$ cat src/rtl/alu_arbiter.sv
// alu_arbiter: two-requester arbiter in front of a shared combinational ALU,
// with a two-stage issue/result pipeline.
//   CLK, RST (sync, active high)
//   reqN_valid/ready/aluop/porta/portb  : request channels, N = 0, 1
//   respN_valid/ready/out/negative/overflow/zero : response channels
//   alu_aluop/porta/portb -> ALU, alu_outputport/negative/overflow/zero <- ALU
//   Parameter RST_PRIO: requester preferred after reset.
//   Define ALU_ARB_FIXED_PRIO_EN to make requester 0 always win a tie.
module alu_arbiter #(
   parameter logic RST_PRIO = 1'b0
) (
   input  logic        CLK,
   input  logic        RST,
   input  logic        req0_valid,
   output logic        req0_ready,
   input  logic [3:0]  req0_aluop,
   input  logic [31:0] req0_porta,
   input  logic [31:0] req0_portb,
   input  logic        req1_valid,
   output logic        req1_ready,
   input  logic [3:0]  req1_aluop,
   input  logic [31:0] req1_porta,
   input  logic [31:0] req1_portb,
   output logic        resp0_valid,
   input  logic        resp0_ready,
   output logic [31:0] resp0_out,
   output logic        resp0_negative,
   output logic        resp0_overflow,
   output logic        resp0_zero,
   output logic        resp1_valid,
   input  logic        resp1_ready,
   output logic [31:0] resp1_out,
   output logic        resp1_negative,
   output logic        resp1_overflow,
   output logic        resp1_zero,
   output logic [3:0]  alu_aluop,
   output logic [31:0] alu_porta,
   output logic [31:0] alu_portb,
   input  logic [31:0] alu_outputport,
   input  logic        alu_negative,
   input  logic        alu_overflow,
   input  logic        alu_zero
);
   logic        s1_valid_q, s1_valid_d;
   logic [3:0]  s1_op_q, s1_op_d;
   logic [31:0] s1_a_q, s1_a_d;
   logic [31:0] s1_b_q, s1_b_d;
   logic        s1_tag_q, s1_tag_d;
   logic        s2_valid_q, s2_valid_d;
   logic [31:0] s2_out_q, s2_out_d;
   logic [2:0]  s2_flags_q, s2_flags_d;
   logic        s2_tag_q, s2_tag_d;
   logic        ptr_q, ptr_d;
   logic        s2_drain, s2_load, s1_load, gnt0, gnt1, accept;

   assign s2_drain = s2_valid_q && (s2_tag_q ? resp1_ready : resp0_ready);
   assign s2_load  = s1_valid_q && (!s2_valid_q || s2_drain);
   assign s1_load  = !s1_valid_q || s2_load;

`ifdef ALU_ARB_FIXED_PRIO_EN
   assign gnt0 = req0_valid;
   assign gnt1 = req1_valid && !req0_valid;
`else
   assign gnt0 = req0_valid && (!req1_valid || !ptr_q);
   assign gnt1 = req1_valid && (!req0_valid || ptr_q);
`endif

   assign req0_ready = gnt0 && s1_load && !RST;
   assign req1_ready = gnt1 && s1_load && !RST;
   assign accept     = req0_ready || req1_ready;

   always_comb begin
      s1_valid_d = s1_load ? accept : s1_valid_q;
      s1_op_d    = !s1_load ? s1_op_q : req1_ready ? req1_aluop : req0_ready ? req0_aluop : '0;
      s1_a_d     = !s1_load ? s1_a_q  : req1_ready ? req1_porta : req0_ready ? req0_porta : '0;
      s1_b_d     = !s1_load ? s1_b_q  : req1_ready ? req1_portb : req0_ready ? req0_portb : '0;
      s1_tag_d   = s1_load ? req1_ready : s1_tag_q;
      // A drain and a load on the same edge keep S2 full with the new result.
      s2_valid_d = s2_load ? 1'b1 : s2_drain ? 1'b0 : s2_valid_q;
      s2_out_d   = s2_load ? alu_outputport : s2_out_q;
      s2_flags_d = s2_load ? {alu_negative, alu_overflow, alu_zero} : s2_flags_q;
      s2_tag_d   = s2_load ? s1_tag_q : s2_tag_q;
      // Pointer names the loser of the last accepted request.
      ptr_d      = accept ? !req1_ready : ptr_q;
   end

   always_ff @(posedge CLK) begin
      if (RST) begin
         s1_valid_q <= 1'b0;
         s1_op_q    <= '0;
         s1_a_q     <= '0;
         s1_b_q     <= '0;
         s1_tag_q   <= 1'b0;
         s2_valid_q <= 1'b0;
         s2_out_q   <= '0;
         s2_flags_q <= '0;
         s2_tag_q   <= 1'b0;
         ptr_q      <= RST_PRIO;
      end else begin
         s1_valid_q <= s1_valid_d;
         s1_op_q    <= s1_op_d;
         s1_a_q     <= s1_a_d;
         s1_b_q     <= s1_b_d;
         s1_tag_q   <= s1_tag_d;
         s2_valid_q <= s2_valid_d;
         s2_out_q   <= s2_out_d;
         s2_flags_q <= s2_flags_d;
         s2_tag_q   <= s2_tag_d;
         ptr_q      <= ptr_d;
      end
   end

   assign alu_aluop = s1_valid_q ? s1_op_q : '0;
   assign alu_porta = s1_valid_q ? s1_a_q : '0;
   assign alu_portb = s1_valid_q ? s1_b_q : '0;

   assign resp0_valid    = s2_valid_q && !s2_tag_q;
   assign resp1_valid    = s2_valid_q && s2_tag_q;
   assign resp0_out      = resp0_valid ? s2_out_q : '0;
   assign resp1_out      = resp1_valid ? s2_out_q : '0;
   assign resp0_negative = resp0_valid && s2_flags_q[2];
   assign resp0_overflow = resp0_valid && s2_flags_q[1];
   assign resp0_zero     = resp0_valid && s2_flags_q[0];
   assign resp1_negative = resp1_valid && s2_flags_q[2];
   assign resp1_overflow = resp1_valid && s2_flags_q[1];
   assign resp1_zero     = resp1_valid && s2_flags_q[0];
endmodule

$ cat config.mk
export PLATFORM = sky130hd
export DESIGN_NAME = alu_arbiter
export DESIGN_NICKNAME = d
export VERILOG_FILES = /design/src/rtl/alu_arbiter.sv
export SDC_FILE = /design/constraint.sdc
export NUM_CORES = 1
export LEC_CHECK = 0
export ABC_AREA = 1
export CAP_MARGIN = 10
export CORE_ASPECT_RATIO = 0.75
export CORE_MARGIN = 5
export CORE_UTILIZATION = 39
export DETAILED_ROUTE_END_ITERATION = 10
export GPL_ROUTABILITY_DRIVEN = 0
export PLACE_DENSITY = 0.91
export SETUP_SLACK_MARGIN = 0.4
export SKIP_CTS_REPAIR_TIMING = 1
export SLEW_MARGIN = 20
export SYNTH_ARGS = -nofsm -noshare
export SYNTH_HDL_FRONTEND = slang
export SYNTH_SLANG_ARGS = --single-unit
$ cat constraint.sdc
create_clock -name CLK -period 1.75 [get_ports CLK]
set_input_delay 0.35 -clock CLK [delete_from_list [all_inputs] [get_ports CLK]]
set_output_delay 0.35 -clock CLK [all_outputs]
set_load 0.02 [all_outputs]
## After elaboration in Yosys (flattened, before gate mapping)

Index checks and enable logic that the tools add are counted.

| cells by class | value |
|---|---|
| muxes and demuxes | 14 |
| reductions and logical operators | 30 |

Operator list:

| kind | count |
|---|---|
| 32-bit two-way mux | 8 |
| 1-bit logical AND | 16 |
| 4-bit two-way mux | 3 |
| 1-bit zero test | 8 |
| 1-bit logical OR | 5 |
| 1-bit two-way mux | 3 |
| 2-bit nonzero test | 1 |

| storage, ports and cells | value |
|---|---|
| register bits | 108 |
| bits of input ports | 177 |
| output and inout bits | 142 |
| word-level logic and storage cells | 54 |

## Logic depth before layout (Yosys ltp)

Gate-level depths: netlist of run 1.

| depth | value |
|---|---|
| word-level depth | 9 |
| gate-level depth with buffers | 10 |
| mapped depth without buffers | 8 |

## Least setup slack after synthesis of run 1

OpenSTA, ideal clock, no wires.

| timing path | value |
|---|---|
| path kind | register -> output |
| from | reg s1_valid_q |
| to | out alu_portb[10] |
| arrival | 1203 ps |
| path slack | 197 ps |
| cell stages (with the launch flop) | 6 |
| buffers on the path | 3 |
| path through | dfxtp_1 buf_2 clkbuf_1 buf_1 nand2_1 inv_1 |

| on the way | value |
|---|---|
| word-level cells in the longest chain between the ends | 1 |

Ends and longest elaborated chain:

| what | RTL line | source |
|---|---|---|
| start: declaration | 44 | `logic s1_valid_q, s1_valid_d;` |
| start signal: assignment | 100 | `s1_valid_q <= s1_valid_d;` |
| 32-bit two-way mux | 115 | `assign alu_portb = s1_valid_q ? s1_b_q : '0;` |
| end: declaration | 38 | `output logic [31:0] alu_portb,` |

No other way between the ends.

## Final worst setup path of run 1

| timing path | value |
|---|---|
| from | reg s2_tag_q |
| to | out req1_ready |

| on the way | value |
|---|---|
| word-level cells in the longest chain between the ends | 7 |

Ends and longest elaborated chain:

| what | RTL line | source |
|---|---|---|
| start: declaration | 52 | `logic s2_tag_q, s2_tag_d;` |
| start signal: assignment | 108 | `s2_tag_q <= s2_tag_d;` |
| 1-bit two-way mux | 56 | `assign s2_drain = s2_valid_q && (s2_tag_q ? resp1_ready : resp0_ready);` |
| 1-bit logical AND | 56 |  |
| 1-bit logical OR | 57 | `assign s2_load = s1_valid_q && (!s2_valid_q \|\| s2_drain);` |
| 1-bit logical AND | 57 |  |
| 1-bit logical OR | 58 | `assign s1_load = !s1_valid_q \|\| s2_load;` |
| 1-bit logical AND (2 in a row) | 69 | `assign req1_ready = gnt1 && s1_load && !RST;` |
| end: declaration | 20 | `output logic req1_ready,` |

No other way between the ends.

==> results of run 1 <==
-- sequential cells by signal, indices dropped and copies added (netlist names) --
name / count
ptr_q: 1
s1_tag_q: 1
s2_valid_q: 1
s2_flags_q: 3
s1_valid_q: 1
s1_op_q: 4
s1_a_q: 32
s1_b_q: 32
s2_tag_q: 1
s2_out_q: 32
-- kinds of logic (layout without fill, tap and decap cells) --
family,Yosys count,in the layout,synth area share (%)
simple gates,492,492,37.2
buf+inv,247,566,17.7
flops,108,108,38.0
other cells,0,1,0
compound gates,78,78,7.02
-- worst paths after layout --
check	end	slack [ps]	cells after the start
max	req1_ready	-40	6
min	ptr_q$_SDFFE_PP0P_	400	4
max reg2reg	s1_a_q[24]$_SDFFE_PP0N_	50	10
min reg2reg	s1_tag_q$_SDFFE_PP0N_	460	2
-- metrics by stage --
step	cells	setup slack [ps]	power [mW]	utilization, %	hold slack [ps]
after detailed placement	1412	-516	3.90	64.2	450
after global routing	1445	-94.9	6.36	68.5	424
after global placement	1412	-512	3.87	64.2	443
final	1445	-44.4	6.09	68.5	398
after floorplan	925	362	3.23	-	419
after CTS	1428	-525	6.05	66.5	461
-- layout by cell type (no fill, tap or decap), drive strengths merged --
cell type      instances
inv                  181
clkbuf                31
diode                  1
dlymetal6s2s          50
nor2                  71
a21oi                 41
nand2                215
clkdlybuf4s50        172
o21ai                 36
nand3                205
bufinv                 1
clkinvlp               1
buf                  129
nand4                  1
a31oi                  1
clkinv                 1
dfxtp                108
-- area by class of cell --
class                           instances  share of cell area (%)
Timing Repair Buffer                  371                    38.0
Inverter                              179                    6.95
Clock inverter                          5                   0.674
Multi-Input combinational cell        570                    27.2
Sequential cell                       108                    22.0
Tap cell                              200                    2.54
Antenna cell                            1                  0.0254
Clock buffer                           11                    2.57
-- power by group --
group	internal, mW	switching [mW]	total [mW]	leakage [nW]
clock network	1.21	0.933	2.14	0.154
registers	2.60	0.0680	2.67	0.885
logic	0.690	0.593	1.28	4.92
total	4.50	1.59	6.09	5.96
-- metal layers --
metal	track usage (%)	vias up	part of all wire (%)
met5	0	-	0
met2	40.5	272	49
met1	26.6	3267	39
li1	-	3463	-
met4	7.99	0	3.1
met3	6.53	51	8.2
-- worst max-delay path, delay by kind of cell (launching register included) --
kind	cells	cell delay (ps)
DFF	1	350
and+or+nand+nor	3	530
buffers and inverters	3	220
==> results.ini, run 1 <==
[worst_hold_path]
min-delay-start = RST
hold_class = input pin to flop

[floorplan]
die_area_um2 = 17100
core.rowCount = 38
die_h_um = 115
core-area_um2 = 14400
start_util_pct = 39.6
ios = 319
die_w_um = 149

[timing]
finalClockSkew_ps = 10.6
relSlewSlack_pct = 66.4
fin_crit_sh_pct = 103
worst_slew_pin_slew_ps = 504
setup_tns_ps = -44.4
fmax_mhz = 557
fin_ws_ps = -44.4
rsz0062_at_grt = yes
drv_slew = 0
finalSetupViolCount = 1
finalWorstPathRequiredPeriod_ps = 1790
timing.final.hold_violations = 0

[synthesis]
synthesis.area_um2 = 5680
synth_async_sr_flop_share_pct = 0
synth_edf_count = 0
synth_area_leaders = dfxtp_1 (38%), nand3_1 (18%), nand2_1 (14%)
syn_avg_cell_area_um2 = 6.15
yosysSeqAreaShare_pct = 38.0
synth_ff_type = dfxtp_1
yosysTopAreaCellShare_pct = 38.0
synthCells = 925
syn-num-nets = 1102
ys.warnings.count = 0
synth.distinct_cells = 20
yosysTopAreaCell = dfxtp_1
ys_seq_elements = 108
synth.most_common_cell = nand2_1
synth_common_cells = nand2_1 (214), nand3_1 (204), inv_1 (177), dfxtp_1 (108), nor2_1 (70)

[cts]
cts-htree-levels = 3
cts_tree = built
cts.sinks = 108
clk_pin_slew_ps = 70
cts_buffers = 9
cts_max_path_buffers = 2
cts_root_buffer = clkbuf_16
clock_latency_ps = 340

[grt]
antenna_found_initial = 1
grt_usage_pct = 22.9
grt_pass1_wl_um = 31900
gr-total-overflow = 0
grt_pass1_vias = 6571
grt_max_degree = 64

[job]
maxCapViolCount = 0

[power_and_ir_drop]
leakage_nw = 5.96
powerDensity_nw_per_um2 = 619
irDropWorstVdd_mv = 0.524

[worst_setup_path]
crit_chain = inv_2, nand2_2, nand4_1, nand2_2, inv_2, buf_6
max_stage_delay_ps = 350
crit_required_ps = 1400
r2r-start = s2_tag_q$_SDFFE_PP0P_
cp.arrival_ps = 1440
cp-startpoint = s2_tag_q$_SDFFE_PP0P_
crit_path_max_fanout = 4
setup.worst_path.class = flop to primary output
slowest_stage = dfxtp_2
start_kind = flop
end_kind = primary output

[status]
status = complete, but fails checks
violations = negative setup slack

[place]
numPortBuffers = 318
place_area_um2 = 9220
dp_hpwl_um = 15600

[detailed_routing]
route.vias.total = 7053
final_antenna_net_count = 0
drt-pass1-iter-count = 5
vias_per_cell = 4.88
drt_drc_violations_left = 0
drt_first_iter_violations = 451
wl_per_cell_um = 15.2
routed_wl_um = 22000

[cells_and_area]
syn2layout_area_growth_pct = 73.1
fin_nets = 1416
seqCellArea_um2 = 2170
multi_input_area_um2 = 2670
drive_above_1_share_pct = 18.1
fillers = 1212
fin_area_um2 = 9840

Note: power is estimated with default switching activity, not from simulation.
==> run 2: changes to the inputs <==
SETUP_SLACK_MARGIN = 0.05   (was 0.4)
==> run 2 against run 1 <==
  * The flow still finishes with violations (negative setup slack)
  * Clock power shrank 9%
  * Design area shrank 2.7%
  * Critical path depth is the same
  * Combinational power is essentially flat
  * Worst setup slack lost 20 ps
  * Largest cell class unchanged
  * Highest routed layer unchanged
==> results.ini, run 2 (synthesis gave the netlist of run 1 again) <==
[worst_setup_path]
crit_required_ps = 1400  ; about the same
end_kind = primary output
start_kind = input pin
crit_path_max_fanout = 3  ; -1
cp.arrival_ps = 1460  ; +20 ps
setup.worst_path.class = input pin to primary output

[timing]
worst_slew_pin_slew_ps = 476  ; -27.9 ps
finalSetupViolCount = 3  ; +2
finalWorstPathRequiredPeriod_ps = 1810  ; +20.5 ps
setup_tns_ps = -125  ; -80.5 ps
fin_ws_ps = -64.9  ; -20.5 ps
timing.final.hold_violations = 0  ; unchanged
relSlewSlack_pct = 68.3  ; +1.9 points
fin_crit_sh_pct = 104  ; +1.2 points
finalClockSkew_ps = 9.97  ; -0.604 ps
fmax_mhz = 551  ; -1.1%
rsz0062_at_grt = yes
drv_slew = 0  ; unchanged

[worst_hold_path]
hold_class = flop to flop

[place]
dp_slack_ps = -147  ; +370 ps
place_area_um2 = 9260  ; +0.37%
dp_hpwl_um = 15700  ; +0.58%
numPortBuffers = 318  ; unchanged

[status]
status = complete, but fails checks
violations = negative setup slack

[detailed_routing]
vias_per_cell = 4.90  ; +0.47%
drt_first_iter_violations = 424  ; -6.0%
drt_drc_violations_left = 0  ; unchanged
wl_per_cell_um = 15.4  ; +1.5%
routed_wl_um = 22200  ; +1.1%
drt-pass1-iter-count = 5  ; unchanged
route.vias.total = 7057  ; +0.057%
final_antenna_net_count = 0  ; unchanged

[grt]
antenna_found_initial = 0  ; -1
grt_max_degree = 49  ; -23%
grt_usage_pct = 23.3  ; +0.38 points
grt_pass1_wl_um = 32300  ; +1.3%
grt_pass1_vias = 6662  ; +1.4%
gr-total-overflow = 0  ; unchanged

[cts]
cts.sinks = 108  ; unchanged
cts_max_path_buffers = 2  ; unchanged
cts-htree-levels = 3  ; unchanged
clk_pin_slew_ps = 70  ; about the same
clock_latency_ps = 340  ; about the same
cts_root_buffer = clkbuf_16
cts_buffers = 9  ; unchanged
cts_tree = built

[floorplan]
core-area_um2 = 14400  ; unchanged
die_h_um = 115  ; unchanged
start_util_pct = 39.6  ; unchanged
core.rowCount = 38  ; unchanged
die_area_um2 = 17100  ; unchanged
die_w_um = 149  ; unchanged
ios = 319  ; unchanged

[job]
maxCapViolCount = 0  ; unchanged

[cells_and_area]
seqCellArea_um2 = 2170  ; unchanged
multi_input_area_um2 = 2620  ; -2.0%
fin_area_um2 = 9580  ; -2.7%
n_antenna_cell = 0  ; -1
fillers = 1238  ; +2.1%
syn2layout_area_growth_pct = 68.5
top_regs = s1_a_q (32), s1_b_q (32), s2_out_q (32)
mostFrequentLayoutCell = nand2_1
fin_nets = 1412  ; -0.28%
layout_common_cells = nand2_1 (203), nand3_1 (199), clkdlybuf4s50_1 (176)
final_core_util_pct = 66.7  ; -1.8 points
drive_above_1_share_pct = 16.8  ; -1.3 points

[power_and_ir_drop]
irDropWorstVdd_mv = 0.463  ; -12%
powerDensity_nw_per_um2 = 612  ; -1.1%
leakage_nw = 5.57  ; -6.5%

## run 2: layout make-up
cell class / count / share of cell area, %
clock buffers: 10 / 2.49
clock inverters: 5 / 0.392
inverters: 179 / 7.01
multi-input cells: 570 / 27.4
flip-flops and latches: 108 / 22.6
well taps: 200 / 2.61
repair buffers: 367 / 37.5
## run 2: report_power, final
group	leakage, nW	internal, mW	switching, mW
combinational	4.55	0.671	0.584
clock	0.131	1.00	0.940
sequential	0.885	2.60	0.0648
## run 2: path summary, 6_finish.rpt
check	from	end	slack, ps	cells past startpoint
hold / removal	s1_tag_q$_SDFFE_PP0N_	s1_tag_q$_SDFFE_PP0N_	460	2
setup / recovery	req0_valid	req0_ready	-60	6
setup reg to reg	s2_tag_q$_SDFFE_PP0P_	s1_b_q[12]$_SDFFE_PP0N_	90	13
hold reg to reg	s1_tag_q$_SDFFE_PP0N_	s1_tag_q$_SDFFE_PP0N_	460	2
## run 2: per-layer routing
metal,global-route usage [%],up-vias,part of all wire [%]
met5,0,-,0
met4,6.95,0,2.3
met3,8.11,46,10
met2,41.0,325,48
met1,26.8,3224,39
li1,-,3462,-
## run 2: critical path, cell delays in order
cell	delay (ps)
clkdlybuf4s50_1	540
nand2_1	110
a21oi_4	220
nand2_4	70
inv_2	50
buf_6	110
## run 2: per-stage QoR
stage / hold WS (ps) / total power, mW / instances
after floorplan: 419 / 3.22 / 925
after global routing: 498 / 6.11 / 1439
after global placement: 450 / 3.88 / 1409
after detailed placement: 450 / 3.91 / 1409
final: 457 / 5.86 / 1439
after CTS: 461 / 5.85 / 1424
==> run 3: changes to the inputs <==
CAP_MARGIN = unset   (was 10)
CORE_MARGIN = 3   (was 5)
==> run 3 against run 2 <==
  * The run now ends clean
  * Critical path depth unchanged
  * Sequential share of layout area up 0.24 points
  * Core utilization up 1.2 points
  * Critical path type unchanged
==> results.ini, run 3 (synthesis gave the netlist of run 1 again) <==
[worst_setup_path]
start_kind = input pin
end_kind = primary output
r2r_slack_ps = 170  ; +80 ps
rr_endpoint = s1_a_q[3]$_SDFFE_PP0N_
crit_path_max_fanout = 2  ; -1
crit_chain = clkdlybuf4s50_1, buf_4, a21oi_4, nand2_1, inv_1, buf_2
slowest_stage = clkdlybuf4s50_1
worst-r2r-cell-count = 11  ; -2
cp.arrival_ps = 1400  ; -60 ps
max_stage_delay_ps = 420  ; -120 ps
r2r-start = s2_tag_q$_SDFFE_PP0P_
crit_required_ps = 1400  ; about the same
setup.worst_path.class = input pin to primary output

[power_and_ir_drop]
seqPwrFrac_pct = 45.8  ; +0.4 points
leakage_nw = 5.39  ; -3.1%
p_clk_share_pct = 33.3  ; +0.2 points
combPwrFrac_pct = 20.9  ; -0.5 points
p_switching_mw = 1.57  ; -1.4%
irDropWorstVdd_mv = 0.457  ; -1.3%
total_power_mw = 5.82  ; -0.77%
powerDensity_nw_per_um2 = 612  ; about the same
power.share.switching_pct = 26.9  ; -0.16 points
p_int_mw = 4.25  ; -0.54%

[detailed_routing]
routed_wl_um = 21000  ; -5.5%
route.vias.total = 7029  ; -0.40%
drt_drc_violations_left = 0  ; unchanged
final_antenna_net_count = 0  ; unchanged
drt_first_iter_violations = 443  ; +4.5%
wl_per_cell_um = 14.7  ; -4.9%
drt-pass1-iter-count = 7  ; +2
vias_per_cell = 4.92  ; +0.23%

[cts]
clock_latency_ps = 340  ; about the same
cts-htree-levels = 3  ; unchanged
cts_buffers = 9  ; unchanged
cts_max_path_buffers = 2  ; unchanged
cts_root_buffer = clkbuf_16
cts.sinks = 108  ; unchanged
cts_tree = built
clk_pin_slew_ps = 70  ; about the same

[timing]
fin_crit_sh_pct = 99.7  ; -4.0 points
finalClockSkew_ps = 8.29  ; -1.68 ps
timing.hold.ws_ps = 325  ; -132 ps
worst_slew_pin_slew_ps = 879  ; +403 ps
drv_slew = 0  ; unchanged
finalSetupViolCount = 0  ; -3
finalWorstPathRequiredPeriod_ps = 1750  ; -69.4 ps
fmax_mhz = 573  ; +4.0%
rsz0062_at_grt = yes
fin_ws_ps = 4.44  ; +69.4 ps
relSlewSlack_pct = 41.4  ; -27 points
timing.final.hold_violations = 0  ; unchanged

[floorplan]
start_util_pct = 40.7  ; +1.1 points
die_area_um2 = 16100  ; -6.1%
core.rowCount = 37  ; -2.6%
ios = 319  ; unchanged
die_w_um = 145  ; -2.7%
core-area_um2 = 14000  ; -2.6%
die_h_um = 111  ; -3.5%

[grt]
grt_pass1_vias = 6382  ; -4.2%
grt_max_degree = 86  ; +76%
grt_usage_pct = 23.1  ; -0.21 points
grt_pass1_wl_um = 31200  ; -3.5%
antenna_found_initial = 1  ; +1
gr-total-overflow = 0  ; unchanged

[worst_hold_path]
hold_class = input pin to flop
min_to = s2_valid_q$_SDFFE_PP0P_
worstHoldPathCells = 3  ; +1
min-delay-start = RST

[place]
place_area_um2 = 9130  ; -1.4%
numPortBuffers = 318  ; unchanged
dp_cells = 1400  ; -0.64%
dp_slack_ps = -521  ; -374 ps
dp_hpwl_um = 14100  ; -9.8%

[cells_and_area]
fillers = 1189  ; -4.0%
fin_nets = 1406  ; -0.42%
fin_area_um2 = 9500  ; -0.81%
layout_common_cells = nand2_1 (209), nand3_1 (192), inv_1 (176)
top_regs = s1_a_q (32), s1_b_q (32), s2_out_q (32)
final_cell_count_no_fill = 1430  ; -0.63%
mostFrequentLayoutCell = nand2_1
syn2layout_area_growth_pct = 67.2
drive_above_1_share_pct = 18.0  ; +1.2 points

[job]
maxCapViolCount = 0  ; unchanged

[status]
status = finished clean

==> run 3: layout make-up <==
type | count | area (µm²) | area share [%]
tap | 195 | 244 | 2.57
antenna | 1 | 2.50 | 0.0263
clock buffer | 12 | 246 | 2.59
timing repair buffer | 361 | 3440 | 36.2
multi-input combinational | 570 | 2690 | 28.3
clock inverter | 4 | 32.5 | 0.342
inverter | 179 | 674 | 7.10
sequential | 108 | 2170 | 22.9
==> run 3: power by group through the flow <==
stage	Sequential, mW	Clock, mW	Combinational [mW]
6_report	2.66	1.94	1.22
5_1_grt	2.68	2.08	1.33
4_1_cts	2.66	1.99	1.15
3_5_place_dp	2.71	0	1.15
3_3_place_gp	2.71	0	1.12
2_1_floorplan	2.70	0	0.519
==> run 3: routing by layer <==
layer	share of wire, %	vias up	GRT usage (%)
met3	9.1	57	7.34
li1	-	3446	-
met5	0	-	0
met1	40	3174	27.7
met2	48	352	39.6
met4	3.3	0	6.77
==> run 3: worst max path at each step <==
stage,slack (ps),depth (start not counted),to,from
CTS,-520,6,req1_ready,resp1_ready
global placement,-520,6,req1_ready,resp1_ready
global route,-50,6,req1_ready,req0_valid
floorplan,200,5,alu_portb[10],s1_valid_q$_SDFFE_PP0N_
finish,4,6,req1_ready,req0_valid
detailed placement,-520,6,req1_ready,resp1_ready
==> run 3: worst max-delay path, delay by kind of cell <==
| kind | cells | cell delay (ps) |
|---|---|---|
| buffers and inverters | 4 | 780 |
| AND/OR/NAND/NOR | 1 | 90 |
| AO/OA/AOI/OAI | 1 | 180 |
==> run 3: metrics by stage <==
step                setup TNS, ps  utilization, %
global route                 -331            68.0
CTS                        -55390            67.3
floorplan                       0               -
detailed placement         -41930            65.3
finish                          0            68.0
global placement           -33780            65.3
